$ cat src/rtl/hamming1511_pkg.sv
// Shared constants, occupancy state and the Hamming(15,11) encode function
// for the streaming encoder and anything that needs to model it.
package hamming1511_pkg;

    localparam int DATA_W = 11;
    localparam int CODE_W = 15;
    localparam logic [3:0] POS_NONE = 4'd15;

    // Codeword index (Hamming position - 1) that carries data bit d[i]
    localparam logic [3:0] DATA_IDX [DATA_W] = '{
        4'd2, 4'd4, 4'd5, 4'd6, 4'd8, 4'd9, 4'd10, 4'd11, 4'd12, 4'd13, 4'd14
    };

    localparam logic [CODE_W-1:0] P0_MASK = 15'h5554;
    localparam logic [CODE_W-1:0] P1_MASK = 15'h6664;
    localparam logic [CODE_W-1:0] P3_MASK = 15'h7870;
    localparam logic [CODE_W-1:0] P7_MASK = 15'h7F00;

    typedef enum logic [1:0] {
        EMPTY = 2'd0,
        ONE   = 2'd1,
        TWO   = 2'd2
    } occ_state_t;

    function automatic logic [CODE_W-1:0] encode(input logic [DATA_W-1:0] data);
        logic [CODE_W-1:0] c;
        c = '0;
        for (int i = 0; i < DATA_W; i++) begin
            c[DATA_IDX[i]] = data[i];
        end
        c[0] = ^(c & P0_MASK);
        c[1] = ^(c & P1_MASK);
        c[3] = ^(c & P3_MASK);
        c[7] = ^(c & P7_MASK);
        return c;
    endfunction

endpackage

$ cat src/rtl/hamming1511_skid.sv
// Two-entry valid/ready register slice: output register plus skid register,
// registered in_ready so out_ready never reaches in_ready combinationally.
module hamming1511_skid
    import hamming1511_pkg::*;
#(
    parameter int W = 16
) (
    input  logic         clk,
    input  logic         rst_n,
    input  logic         in_valid,
    output logic         in_ready,
    input  logic [W-1:0] in_data,
    output logic         out_valid,
    input  logic         out_ready,
    output logic [W-1:0] out_data
);

    occ_state_t   state;
    logic         rdy_p1;
    logic         vld_p1;
    logic [W-1:0] out_data_p1;
    logic [W-1:0] skid_data_p1;
    logic         in_acc;
    logic         out_acc;

    assign in_acc    = in_valid & rdy_p1;
    assign out_acc   = vld_p1 & out_ready;
    assign in_ready  = rdy_p1;
    assign out_valid = vld_p1;
    assign out_data  = out_data_p1;

    // ---- stage p1: OUT / SKID registers and occupancy ----
    always_ff @(posedge clk or negedge rst_n) begin
        if (!rst_n) begin
            state        <= EMPTY;
            rdy_p1       <= 1'b0;
            vld_p1       <= 1'b0;
            out_data_p1  <= '0;
            skid_data_p1 <= '0;
        end else begin
            rdy_p1 <= 1'b1;
            case (state)
                EMPTY: begin
                    if (in_acc) begin
                        out_data_p1 <= in_data;
                        vld_p1      <= 1'b1;
                        state       <= ONE;
                    end
                end
                ONE: begin
                    if (in_acc && !out_acc) begin
                        skid_data_p1 <= in_data;
                        rdy_p1       <= 1'b0;
                        state        <= TWO;
                    end else if (out_acc && !in_acc) begin
                        vld_p1 <= 1'b0;
                        state  <= EMPTY;
                    end else if (in_acc && out_acc) begin
                        out_data_p1 <= in_data;
                    end
                end
                TWO: begin
                    if (out_acc) begin
                        out_data_p1 <= skid_data_p1;
                        state       <= ONE;
                    end else begin
                        rdy_p1 <= 1'b0;
                    end
                end
                default: begin
                    vld_p1 <= 1'b0;
                    state  <= EMPTY;
                end
            endcase
        end
    end

endmodule

$ cat src/rtl/hamming1511_enc_pipe.sv
// Streaming Hamming(15,11) encoder with skid-buffered output.
// Optional single-bit error injection: define HAMMING_ERR_INJECT_EN.
module hamming1511_enc_pipe
    import hamming1511_pkg::*;
#(
    parameter int CNT_W = 16
) (
    input  logic              clk,
    input  logic              rst_n,
    input  logic              in_valid,
    output logic              in_ready,
    input  logic [DATA_W-1:0] in_data,
    output logic              out_valid,
    input  logic              out_ready,
    output logic [CODE_W-1:0] out_code,
    output logic              out_injected,
    input  logic              inj_en,
    input  logic [3:0]        inj_pos,
    output logic [CNT_W-1:0]  word_count
);

    localparam int PAY_W = CODE_W + 1;

    logic [CODE_W-1:0] code_p0;
    logic              inj_p0;
    logic [CNT_W-1:0]  cnt_p1;

    // ---- stage p0: combinational encode and optional bit flip ----
`ifdef HAMMING_ERR_INJECT_EN
    always_comb begin
        code_p0 = encode(in_data);
        inj_p0  = 1'b0;
        if (inj_en && (inj_pos != POS_NONE)) begin
            code_p0 = code_p0 ^ (CODE_W'(1) << inj_pos);
            inj_p0  = 1'b1;
        end
    end
`else
    logic unused_inj;
    assign unused_inj = ^{inj_en, inj_pos};
    assign code_p0    = encode(in_data);
    assign inj_p0     = 1'b0;
`endif

    hamming1511_skid #(
        .W(PAY_W)
    ) u_skid (
        .clk      (clk),
        .rst_n    (rst_n),
        .in_valid (in_valid),
        .in_ready (in_ready),
        .in_data  ({inj_p0, code_p0}),
        .out_valid(out_valid),
        .out_ready(out_ready),
        .out_data ({out_injected, out_code})
    );

    // ---- stage p1: delivered-codeword counter ----
    always_ff @(posedge clk or negedge rst_n) begin
        if (!rst_n) begin
            cnt_p1 <= '0;
        end else if (out_valid && out_ready) begin
            cnt_p1 <= cnt_p1 + 1'b1;
        end
    end

    assign word_count = cnt_p1;

endmodule

$ cat config.mk
export PLATFORM = sky130hd
export DESIGN_NAME = hamming1511_enc_pipe
export DESIGN_NICKNAME = d
export VERILOG_FILES = /design/src/rtl/hamming1511_pkg.sv /design/src/rtl/hamming1511_skid.sv /design/src/rtl/hamming1511_enc_pipe.sv
export SDC_FILE = /design/constraint.sdc
export NUM_CORES = 1
export LEC_CHECK = 0
export CORE_UTILIZATION = 55
export CTS_BUF_LIST = sky130_fd_sc_hd__clkbuf_16
export DETAILED_ROUTE_END_ITERATION = 8
export PLACE_DENSITY = 0.92
export SLEW_MARGIN = 0
export SYNTH_ARGS = -nofsm -noshare
export SYNTH_HDL_FRONTEND = slang
export SYNTH_HIERARCHICAL = 1
export SYNTH_SLANG_ARGS = --single-unit
$ cat constraint.sdc
create_clock -name clk -period 4.56 [get_ports clk]
set_clock_uncertainty 0.05 [all_clocks]
set_input_delay 0.684 -clock clk [delete_from_list [all_inputs] [get_ports clk]]
set_output_delay 0.684 -clock clk [all_outputs]
set_load 0.005 [all_outputs]
# After elaboration in Yosys (flattened, before gate mapping)
# Index checks and enable logic that the tools add are counted.
word_totals:
  regBits: 51
  input_bits: 20
  out_inout_bits: 34
  word_cells: 53
op_classes:
  n_addsub: 1
  eq_ne: 9
  mux: 18
  bitwise: 3
  n_reduce_logical: 16
op_table:
  columns: ["op", "n"]
  rows:
  - ["16-bit two-way mux", 5]
  - ["15-bit parity", 4]
  - ["16-bit case mux with 3 select lines", 1]
  - ["16-bit by 1-bit adder with 16-bit output, second input constant", 1]
  - ["2-bit two-way mux", 4]
  - ["2-bit by 1-bit != test with 1-bit output, second input constant", 4]
  - ["2-bit case mux with 3 select lines", 1]
  - ["6-bit AND reduction", 1]
  - ["1-bit two-way mux", 5]
  - ["1-bit logical AND", 4]
  - ["2-bit != test, second input constant", 2]
  - ["4-bit AND reduction", 1]
  - ["3-bit by 1-bit != test with 1-bit output, second input constant", 1]
  - ["1-bit case mux with 3 select lines", 1]
  - ["3-bit AND reduction", 1]
  - ["3-bit nonzero test", 1]
  - ["1-bit AND", 2]
  - ["2-bit by 1-bit equality test with 1-bit output, second input constant", 1]
  - ["2-bit equality test, second input constant", 1]
  - ["1-bit logical NOT", 2]
  - ["2-bit logical NOT", 1]
  - ["1-bit case mux with 2 select lines", 1]
  - ["2-bit AND reduction", 1]
  - ["1-bit NOT", 1]

# Logic depth before layout (Yosys ltp)
# Gate-level depths: netlist of the first run.
logic_depth:
  word_depth: 6
  mapped_depth: 8
  depth_no_buf: 6

# Cells and area by module
# Netlist of the first run, hierarchy kept.
modules_own_cells:
  columns: ["module", "instances", "cells_per_inst", "area_per_inst_um2", "seq_area_each_um2"]
  rows:
  - ["hamming1511_skid", 1, 117, 1699.1, 900.9]
  - ["hamming1511_enc_pipe", 1, 78, 892.1, 400.4]

# Least setup slack after synthesis of the first run
# No wires, ideal clock.
synth_timing:
  path_type: "input to register"
  startpoint: "input in_valid"
  endpoint: "register u_skid.out_data_p1[0] (netlist: u_skid/out_data[0])"
  setup_time_ns: 0.127
  arrival_time_ns: 2.154
  required_time_ns: 4.383
  setup_slack_ns: 2.229
  cell_stages: 8
  n_path_buf: 2
  path_cell_list: "nand2_1 inv_1 ha_1 nand4bb_1 a222oi_1 buf_4 buf_6 mux2_1"
synth_via:
  elab_chain_len: 5
  elab_cells_between_ends: 10
  cone_classes: "eq/ne (4); bitwise (1); reduce/logical (5)"
synth_rtl:
  columns: ["element", "line", "text"]
  rows:
  - ["from (decl)", "hamming1511_enc_pipe.sv:10", "input logic in_valid,"]
  - ["1-bit AND *", "hamming1511_skid.sv:26", "assign in_acc = in_valid & rdy_p1;"]
  - ["1-bit logical NOT", "hamming1511_skid.sv:55", "end else if (out_acc && !in_acc) begin"]
  - ["1-bit logical AND", "hamming1511_skid.sv:55", null]
  - ["2-bit != test (no source line)", null, null]
  - ["6-bit AND reduction (no source line) *", null, null]
  - ["to (signal assigned)", "hamming1511_skid.sv:45", "out_data_p1 <= in_data;"]
  - ["to (signal assigned)", "hamming1511_skid.sv:59", "out_data_p1 <= in_data;"]
  - ["to (signal assigned)", "hamming1511_skid.sv:64", "out_data_p1 <= skid_data_p1;"]
  - ["to (decl)", "hamming1511_skid.sv:21", "logic [W-1:0] out_data_p1;"]
# Mark *: on every way between the ends. The rest lies on a longest branch, timed or not.
# A chain may end at the register's enable or synchronous reset.

# Final worst setup path of the first run
layout_timing:
  startpoint: "input out_ready"
  endpoint: "register u_skid.out_data_p1[2] (netlist: u_skid/out_data[2])"
layout_via:
  elab_chain_len: 5
  elab_cells_between_ends: 10
  cone_classes: "eq/ne (4); bitwise (1); reduce/logical (5)"
layout_rtl:
  columns: ["element", "line", "text"]
  rows:
  - ["from (decl)", "hamming1511_enc_pipe.sv:14", "input logic out_ready,"]
  - ["1-bit AND *", "hamming1511_skid.sv:27", "assign out_acc = vld_p1 & out_ready;"]
  - ["1-bit logical NOT", "hamming1511_skid.sv:51", "if (in_acc && !out_acc) begin"]
  - ["1-bit logical AND", "hamming1511_skid.sv:51", null]
  - ["2-bit != test (no source line)", null, null]
  - ["6-bit AND reduction (no source line) *", null, null]
# Marks and branches as above.

==> impl_metrics.env, run 1 <==
export IMPL_core_area_um2=4444
export IMPL_place_hpwl_mm=3.200
export IMPL_finalWirelength_mm=4.699
export IMPL_htreeDepth=2
export IMPL_timing_rr_end="u_skid/out_data[2]"
export IMPL_ys_seq_area_share_pct=50.22
export IMPL_r2r_start="u_skid/out_valid"
export IMPL_final_fill_count=325
export IMPL_grt_pass1_vias=1776
export IMPL_avgViaCountPerCell=5.563
export IMPL_die_x_um=70.64
export IMPL_cts_hold_buf=0
export IMPL_violations="DRC"
export IMPL_grt_max_degree=53
export IMPL_seq_area_um2=1301
export IMPL_fmax_mhz=362.0
export IMPL_synth_top_area_cell="dfrtp_1"
export IMPL_min_to="word_count[15]"
export IMPL_comb_power_share_pct=41.0
export IMPL_setup_slack_ns=1.797
export IMPL_multi_input_area_um2=1240
export IMPL_finalCritPeriodShare_pct=60.59
export IMPL_cts_sinks=52
export IMPL_drv_cap=0
export IMPL_avgSynthCellArea_um2=13.29
export IMPL_netlist_area_um2=2591
export IMPL_maxSlewViolCount=0
export IMPL_synthDistinctLibCells=32
export IMPL_maxSlewHeadroom_pct=49.93
export IMPL_syn_inst=195
export IMPL_synth_xor_area_share_pct=11.15
export IMPL_hold_path_class="reg2reg"
export IMPL_vias=1680
export IMPL_synth_top_family_by_area="multiplexers"
export IMPL_fin_nets=277
export IMPL_hold_viol=0
export IMPL_synth_compound_area_share_pct=2.269
export IMPL_netSwitchingPower_uw=591.9
export IMPL_power_density_nw_per_um2=609.0
export IMPL_num_rows=24
export IMPL_status="finished with violations"
export IMPL_muxShareOfSynthArea_pct=22.07
export IMPL_synth_fa_ha_area_share_pct=3.863
export IMPL_synth_edff_count=0
export IMPL_synthArstFlopShare_pct=100.0
export IMPL_rsz0062_at_grt="no"
export IMPL_cellLeakagePower_uw=0.001421
export IMPL_worst_slew_pin_slew_ns=0.7492
export IMPL_required_ns=4.68
export IMPL_setup_tns_ns=0
export IMPL_clk_pin_slew_ns=0.06
export IMPL_rrSetupSlack_ns=2.28
export IMPL_avgRoutedWirePerCell_um=15.56
export IMPL_finalSetupViolCount=0
export IMPL_ios=54
export IMPL_ys_flop_type="dfrtp_1"
export IMPL_critical_path_max_fanout=16
export IMPL_routabilityCongestion=0.7040
export IMPL_netlist_area_leader_share_pct=50.22
export IMPL_r2r_cells=7
export IMPL_hp_start="word_count[15]"
export IMPL_grt_pass1_wl_mm=8.107
export IMPL_clockBufferDepth=2
export IMPL_critPathKind="in2reg"
export IMPL_ys_warn_count=6
export IMPL_cts_made_buffers=5
export IMPL_n_antenna_cell=0
export IMPL_insertion_delay_ns=0.29
export IMPL_yosys_top_cells_count="dfrtp_1 (52), mux2_2 (39), xnor2_1 (26)"
export IMPL_antenna_left=0
export IMPL_synthSimpleGateAreaFrac_pct=8.209
export IMPL_layout_drive_gt1_share_pct=22.80
export IMPL_synth_most_common_cell="dfrtp_1"
export IMPL_vdd_drop_max_mv=0.4392
export IMPL_port_buffers=48
export IMPL_power_uw=2004
export IMPL_track_usage_pct=20.97
export IMPL_final_core_util_pct=74.04
export IMPL_start_util_pct=58.31
export IMPL_power_frac_clock_pct=20.6
export IMPL_synth_area_leaders="dfrtp_1 (50%), mux2_2 (17%), xnor2_1 (8.8%), mux2_1 (4.3%), ha_1 (3.9%)"
export IMPL_syn_to_final_growth_pct=26.99
export IMPL_drt_initial_drc_count=48
export IMPL_crit_arrival_ns=2.88
export IMPL_drt_pass1_iterations=8
export IMPL_yosys_register_bits=52
export IMPL_whs_path_depth=1
export IMPL_die_area_um2=4990
export IMPL_cts_root_buf="clkbuf_16"
export IMPL_cp_start_kind="input pin"
export IMPL_seq_power_share_pct=38.4
export IMPL_p_int_uw=1412
export IMPL_switching_share_pct=29.54
export IMPL_overflow=0
export IMPL_cts_resized=0
export IMPL_cts_setup_buffers=0
export IMPL_end_kind="register"
export IMPL_die_y_um=70.64
export IMPL_dp_slack_ns=1.521
export IMPL_antenna_found_initial=0
export IMPL_finalCriticalPeriod_ns=2.763
export IMPL_cts_tree="done"
export IMPL_drc=8
-- worst max-delay path by stage --
stage / startpoint / endpoint / slack, ns / depth (start not counted)
after floorplan: in_valid / u_skid/out_data[0] / 2.23 / 8
after global placement: out_ready / u_skid/out_data[15] / 1.61 / 7
after detailed placement: out_ready / u_skid/out_data[2] / 1.52 / 7
after CTS: out_ready / u_skid/out_data[15] / 1.82 / 7
after global routing: out_ready / u_skid/out_data[1] / 1.67 / 7
final: out_ready / u_skid/out_data[2] / 1.80 / 7
-- sequential cells by signal, indices dropped and copies added, names as in the netlist --
register	flops
u_skid/state	2
u_skid/out_valid	1
u_skid/out_data	16
word_count	16
u_skid/in_ready	1
u_skid/skid_data_p1	16
-- layout by cell type (no fill, tap or decap), types with 2 or more instances in the layout --
| cell type | synthesis | layout |
|---|---|---|
| inv_1 | 6 | 7 |
| clkbuf_16 | 0 | 5 |
| buf_4 | 1 | 3 |
| conb_1 | 1 | 2 |
| mux2_1 | 10 | 10 |
| xor2_1 | 7 | 7 |
| xnor2_1 | 26 | 26 |
| nand2b_1 | 2 | 2 |
| ha_1 | 8 | 8 |
| a222oi_1 | 2 | 2 |
| nor2_1 | 5 | 5 |
| mux2_2 | 39 | 39 |
| nand4_1 | 2 | 2 |
| dfrtp_1 | 52 | 52 |
| o21bai_1 | 2 | 2 |
| nand2_1 | 8 | 8 |
| clkdlybuf4s50_1 | 0 | 47 |
| nor3_4 | 2 | 2 |
| mux2i_1 | 2 | 2 |
| nand3_1 | 6 | 6 |
-- metrics by stage --
step | area (um2) | cells | hold WS [ns]
6_report | 3291 | 302 | 0.4318
5_1_grt | 3291 | 302 | 0.4480
4_1_cts | 3291 | 302 | 0.4404
3_5_place_dp | 3127 | 294 | 0.4267
3_3_place_gp | 3127 | 294 | 0.4094
2_1_floorplan | 2595 | 196 | 0.3384
-- area by class of cell --
type	instances	area share, %
clock buffers	5	3.802
clock inverters	3	1.179
inverters	6	0.6844
multi-input cells	133	37.68
flip-flops and latches	52	39.54
well taps	52	1.977
repair buffers	51	15.13
-- power groups by stage --
stage | combinational (uW) | clock (uW) | sequential [uW]
floorplan | 511 | 0 | 764
global placement | 796 | 0 | 765
detailed placement | 822 | 0 | 777
CTS | 835 | 422 | 772
global route | 899 | 440 | 795
finish | 822 | 412 | 771
-- layer usage --
metal | vias to the layer above | part of all wire, % | GRT usage, %
li1 | 785 | - | -
met1 | 839 | 42 | 25.31
met2 | 46 | 52 | 37.11
met3 | 10 | 5.0 | 5.413
met4 | 0 | 1.5 | 6.444
met5 | - | 0 | 0
-- cells by family (layout without fill, tap and decap cells) --
| family | after synthesis | after routing |
|---|---|---|
| muxes | 51 | 51 |
| and+or+nand+nor | 32 | 32 |
| DFF | 52 | 52 |
| adders and majority gates | 8 | 8 |
| buffers and inverters | 11 | 65 |
| other | 1 | 2 |
| AOI/OAI and AO/OA | 7 | 7 |
| xor gates and xnor gates | 33 | 33 |
-- worst max-delay path, stage by stage --
cell and delay, ns:
clkdlybuf4s50_1 0.59, nand2_1 0.17, ha_1 0.25, nand4bb_1 0.19
a222oi_1 0.31, buf_4 0.31, mux2_2 0.37
Power figures use the tool's default switching activity.
==> inputs of run 2 (changes only) <==
--- a/config.mk
+++ b/config.mk
@@ -5,10 +5,10 @@
 export SDC_FILE = /design/constraint.sdc
 export NUM_CORES = 1
 export LEC_CHECK = 0
-export CORE_UTILIZATION = 55
+export CORE_UTILIZATION = 51
 export CTS_BUF_LIST = sky130_fd_sc_hd__clkbuf_16
 export DETAILED_ROUTE_END_ITERATION = 8
-export PLACE_DENSITY = 0.92
+export PLACE_DENSITY = 0.87
 export SLEW_MARGIN = 0
 export SYNTH_ARGS = -nofsm -noshare
 export SYNTH_HDL_FRONTEND = slang
==> constraint.sdc (replaced) <==
create_clock -name clk -period 2.7 [get_ports clk]
set_clock_uncertainty 0.05 [all_clocks]
set_input_delay 0.405 -clock clk [delete_from_list [all_inputs] [get_ports clk]]
set_output_delay 0.405 -clock clk [all_outputs]
set_load 0.005 [all_outputs]
==> run 2 against run 1 <==
The flow now finishes without violations. Worst hold slack got worse by 0.36 ns. First-iteration DRC count rose by 75%. Non-clock buffer count rose by 4. Sequential share of layout area fell by 0.45 points. Sequential power rose by 69%. Via count fell by 1.1%. Setup slack got worse by 1.5 ns. Combinational power rose by 72%. Die area rose by 7.6%. Core utilization fell by 5.0 points. Clock-buffer cell count did not move. Global-route usage fell by 1.5 points. Critical endpoint is now u_skid/out_data[14].
==> impl_metrics.env, run 2 (synthesis results as in run 1) <==
export IMPL_status="completed"
export IMPL_insertion_delay_ns=0.28
export IMPL_drt_pass1_iterations=4
export IMPL_cp_start_kind="input pin"
export IMPL_maxSlewViolCount=0
export IMPL_path_cells="clkdlybuf4s50_1 > nand2_1 > inv_1 > ha_1 > nand4bb_1 > a222oi_1 > buf_4 > mux2_1"
export IMPL_syn_to_final_growth_pct=28.44
export IMPL_die_y_um=73.28
export IMPL_cts_tree="done"
export IMPL_setup_slack_ns=0.3414
export IMPL_routabilityCongestion=0.7066
export IMPL_final_fill_count=372
export IMPL_place_hpwl_mm=3.376
export IMPL_vdd_drop_max_mv=0.5184
export IMPL_required_ns=2.81
export IMPL_p_int_uw=2317
export IMPL_grt_pass1_vias=1709
export IMPL_avgRoutedWirePerCell_um=14.74
export IMPL_avgViaCountPerCell=5.174
export IMPL_comb_power_share_pct=42.6
export IMPL_cellLeakagePower_uw=0.001428
export IMPL_netSwitchingPower_uw=995.4
export IMPL_num_rows=25
export IMPL_seq_area_um2=1301
export IMPL_final_common_cell="dfrtp_1"
export IMPL_end_kind="register"
export IMPL_dpl_cell_count=313
export IMPL_antenna_left=0
export IMPL_finalWirelength_mm=4.732
export IMPL_port_buffers=48
export IMPL_clockBufferDepth=2
export IMPL_layout_drive_gt1_share_pct=23.62
export IMPL_critical_path_max_fanout=8
export IMPL_crit_arrival_ns=2.47
export IMPL_vias=1661
export IMPL_rrSetupSlack_ns=0.44
export IMPL_maxSlewHeadroom_pct=59.49
export IMPL_n_antenna_cell=0
export IMPL_dp_slack_ns=0.03613
export IMPL_ios=54
export IMPL_die_x_um=73.28
export IMPL_finalNonFillerCells=321
export IMPL_worst_slew_pin_slew_ns=0.6077
export IMPL_power_density_nw_per_um2=995.2
export IMPL_finalCriticalPeriod_ns=2.359
export IMPL_track_usage_pct=19.43
export IMPL_drc=0
export IMPL_finalCritPeriodShare_pct=87.36
export IMPL_r2r_cells=7
export IMPL_hold_viol=0
export IMPL_rsz0062_at_grt="no"
export IMPL_cts_sinks=52
export IMPL_mostFrequentLayoutCells="dfrtp_1 (52), clkdlybuf4s50_1 (47), mux2_2 (39), xnor2_1 (26), mux2_1 (10)"
export IMPL_critPathKind="in2reg"
export IMPL_switching_share_pct=30.05
export IMPL_multi_input_area_um2=1240
export IMPL_cts_root_buf="clkbuf_16"
export IMPL_holdWs_ns=0.07416
export IMPL_cts_resized=0
export IMPL_htreeDepth=2
export IMPL_setup_tns_ns=0
export IMPL_power_uw=3312
export IMPL_cts_setup_buffers=0
export IMPL_seq_power_share_pct=39.2
export IMPL_slowest_delay_ns=0.40
export IMPL_start_util_pct=53.79
export IMPL_r2r_start="u_skid/out_valid"
export IMPL_antenna_found_initial=0
export IMPL_timing_rr_end="u_skid/out_data[14]"
export IMPL_cts_made_buffers=5
export IMPL_overflow=0
export IMPL_finalSetupViolCount=0
export IMPL_core_area_um2=4817
export IMPL_die_area_um2=5370
export IMPL_fin_nets=281
export IMPL_fmax_mhz=424.0
export IMPL_grt_max_degree=28
export IMPL_hold_path_class="in2async"
export IMPL_drv_cap=0
export IMPL_cts_hold_buf=0
export IMPL_power_frac_clock_pct=18.1
export IMPL_drt_initial_drc_count=84
export IMPL_grt_pass1_wl_mm=7.872
export IMPL_crit_path_top_delay_cell="clkdlybuf4s50_1"
export IMPL_crit_start="in_valid"
export IMPL_clk_pin_slew_ns=0.06
==> run 2: worst max path at each step <==
stage | to | slack [ns] | cells after the start
2_1_floorplan | u_skid/out_data[0] | 0.62 | 8
3_5_place_dp | u_skid/out_data[14] | 0.04 | 8
5_1_grt | u_skid/out_data[9] | 0.20 | 8
4_1_cts | u_skid/out_data[14] | 0.34 | 8
3_3_place_gp | u_skid/out_data[5] | 0.08 | 8
6_report | u_skid/out_data[14] | 0.34 | 8
==> run 2: metal layers <==
metal / vias up / share of wire (%) / track usage, %
met2: 44 / 50 / 32.30
met1: 821 / 44 / 25.18
met4: 0 / 0.91 / 5.882
met5: - / 0 / 0
met3: 6 / 4.4 / 4.664
li1: 790 / - / -
==> run 2: area by class of cell <==
| class | count | share of cell area (%) |
|---|---|---|
| clock buffer | 5 | 3.759 |
| clock inverter | 3 | 0.4511 |
| inverter | 6 | 0.6767 |
| multi-input combinational | 133 | 37.26 |
| sequential | 52 | 39.10 |
| tap | 67 | 2.519 |
| timing repair buffer | 55 | 16.24 |
==> run 2: power groups by stage <==
| stage | Clock (uW) | Combinational [uW] | Sequential (uW) |
|---|---|---|---|
| after floorplan | 0 | 863 | 1290 |
| after global placement | 0 | 1380 | 1290 |
| after detailed placement | 0 | 1420 | 1310 |
| after CTS | 620 | 1440 | 1300 |
| after global routing | 650 | 1550 | 1340 |
| final | 600 | 1410 | 1300 |
==> run 2: metrics by stage <==
step | util, % | area (um2)
after CTS | 69.09 | 3328
after global placement | 66.18 | 3188
after detailed placement | 66.18 | 3188
after floorplan | - | 2595
final | 69.09 | 3328
after global routing | 69.09 | 3328
==> run 2: worst max-delay path, delay by kind of cell <==
family / cells / cell delay (ns)
multiplexers: 1 / 0.35
AND/OR/NAND/NOR: 2 / 0.33
buffers and inverters: 3 / 0.75
adder cells (fa/ha/maj): 1 / 0.24
AO/OA/AOI/OAI: 1 / 0.40
==> inputs of run 3 (changes only) <==
==> constraint.sdc (replaced) <==
create_clock -name clk -period 2.5 [get_ports clk]
set_clock_uncertainty 0.05 [all_clocks]
set_input_delay 0.375 -clock clk [delete_from_list [all_inputs] [get_ports clk]]
set_output_delay 0.375 -clock clk [all_outputs]
set_load 0.005 [all_outputs]
==> run 3 against run 2 <==
Critical path depth unchanged. Critical path type unchanged. Register-to-register slack lost 0.22 ns. Non-clock buffer count grew 2. First-iteration DRC count down 35%. Sequential power grew 8%. Critical endpoint unchanged. Die area did not move. Worst hold slack worse by 0.033 ns. Routed wire length is 0.21% higher. Final cell count rose by 0.62%. Setup slack worse by 0.16 ns. Total power is 8.5% higher.
==> impl_metrics.env, run 3 (synthesis results as in run 1) <==
export IMPL_status="completed"
export IMPL_r2r_cells=7
export IMPL_crit_family="buffers and inverters"
export IMPL_fin_nets=283
export IMPL_overflow=0
export IMPL_cts_root_buf="clkbuf_16"
export IMPL_slowest_delay_ns=0.43
export IMPL_htreeDepth=2
export IMPL_crit_start="out_ready"
export IMPL_p_int_uw=2513
export IMPL_worst_slew_pin_slew_ns=0.5949
export IMPL_cts_tree="done"
export IMPL_drt_initial_drc_count=55
export IMPL_finalCritPeriodShare_pct=92.85
export IMPL_cts_sinks=52
export IMPL_vias=1681
export IMPL_antenna_found_initial=0
export IMPL_cts_made_buffers=5
export IMPL_finalWirelength_mm=4.742
export IMPL_timing_rr_end="u_skid/out_data[14]"
export IMPL_port_buffers=48
export IMPL_track_usage_pct=19.99
export IMPL_insertion_delay_ns=0.28
export IMPL_clk_pin_slew_ns=0.06
export IMPL_end_kind="register"
export IMPL_avgRoutedWirePerCell_um=14.68
export IMPL_dpl_cell_count=315
export IMPL_crit_path_top_delay_cell="clkdlybuf4s50_1"
export IMPL_finalCriticalPeriod_ns=2.321
export IMPL_rsz0062_at_grt="no"
export IMPL_antenna_left=0
export IMPL_r2r_start="u_skid/out_valid"
export IMPL_place_hpwl_mm=3.431
export IMPL_hold_path_class="in2async"
export IMPL_hold_viol=0
export IMPL_ios=54
export IMPL_grt_max_degree=28
export IMPL_cts_resized=0
export IMPL_die_area_um2=5370
export IMPL_finalNonFillerCells=323
export IMPL_die_y_um=73.28
export IMPL_drc=0
export IMPL_critPathKind="in2reg"
export IMPL_required_ns=2.61
export IMPL_drv_cap=0
export IMPL_path_cells="clkdlybuf4s50_1 > nand2_1 > inv_1 > ha_1 > nand4bb_1 > a222oi_1 > buf_4 > mux2_1"
export IMPL_start_util_pct=53.79
export IMPL_fmax_mhz=430.8
export IMPL_critical_path_max_fanout=8
export IMPL_power_density_nw_per_um2=1075
export IMPL_num_rows=25
export IMPL_mostFrequentLayoutCells="dfrtp_1 (52), clkdlybuf4s50_1 (47), mux2_2 (39), xnor2_1 (26), mux2_1 (10)"
export IMPL_n_antenna_cell=0
export IMPL_grt_pass1_wl_mm=8.079
export IMPL_die_x_um=73.28
export IMPL_layout_drive_gt1_share_pct=24.22
export IMPL_power_uw=3593
export IMPL_avgViaCountPerCell=5.204
export IMPL_core_area_um2=4817
export IMPL_cts_setup_buffers=0
export IMPL_grt_pass1_vias=1760
export IMPL_clockBufferDepth=2
export IMPL_seq_power_share_pct=38.8
export IMPL_crit_arrival_ns=2.43
export IMPL_cellLeakagePower_uw=0.001437
export IMPL_power_frac_clock_pct=18.0
export IMPL_rrSetupSlack_ns=0.22
export IMPL_final_common_cell="dfrtp_1"
export IMPL_vdd_drop_max_mv=0.7096
export IMPL_finalSetupViolCount=0
export IMPL_maxSlewViolCount=0
export IMPL_netSwitchingPower_uw=1081
export IMPL_drt_pass1_iterations=6
export IMPL_comb_power_share_pct=43.2
export IMPL_switching_share_pct=30.08
export IMPL_syn_to_final_growth_pct=29.02
export IMPL_maxSlewHeadroom_pct=60.34
export IMPL_routabilityCongestion=0.7488
export IMPL_cp_num_buf_inv=3
export IMPL_cp_start_kind="input pin"
export IMPL_cts_hold_buf=0
run 3: layout make-up:
type | count | area (um2)
clock buffers | 5 | 125.1
clock inverters | 3 | 15.01
fillers | 383 | 1474
inverters | 6 | 22.52
multi-input cells | 133 | 1240
flip-flops and latches | 52 | 1301
well taps | 67 | 83.83
repair buffers | 57 | 555.5
run 3: worst max-delay path by stage:
| stage | endpoint | slack (ns) | cells after the start |
|---|---|---|---|
| floorplan | u_skid/out_data[0] | 0.42 | 8 |
| global placement | u_skid/out_data[15] | -0.06 | 8 |
| detailed placement | u_skid/out_data[9] | -0.08 | 8 |
| CTS | u_skid/out_data[14] | 0.21 | 8 |
| global route | u_skid/out_data[14] | 0.09 | 8 |
| finish | u_skid/out_data[14] | 0.18 | 8 |
run 3: metrics by stage:
step	TNS (ns)	hold WS [ns]	util, %	cell area [um2]	setup slack, ns
6_report	0	0.04069	69.40	3343	0.1788
5_1_grt	0	0.08889	69.40	3343	0.09386
4_1_cts	0	0.05619	69.40	3343	0.2081
3_5_place_dp	-1.110	0.3631	66.49	3203	-0.08221
3_3_place_gp	-0.7939	0.3597	66.49	3203	-0.05774
2_1_floorplan	0	0.02941	-	2595	0.4219
run 3: power groups by stage:
stage | clock, uW | combinational [uW] | sequential [uW]
after floorplan | 0 | 932 | 1390
after global placement | 0 | 1500 | 1400
after detailed placement | 0 | 1560 | 1420
after CTS | 667 | 1570 | 1400
after global routing | 702 | 1680 | 1450
final | 646 | 1550 | 1400
run 3: per-layer routing:
metal	global-route usage, %	part of all wire [%]	vias to the layer above
li1	-	-	797
met1	23.97	44	838
met2	34.88	50	41
met3	5.761	4.9	5
met4	5.664	1.1	0
met5	0	0	-
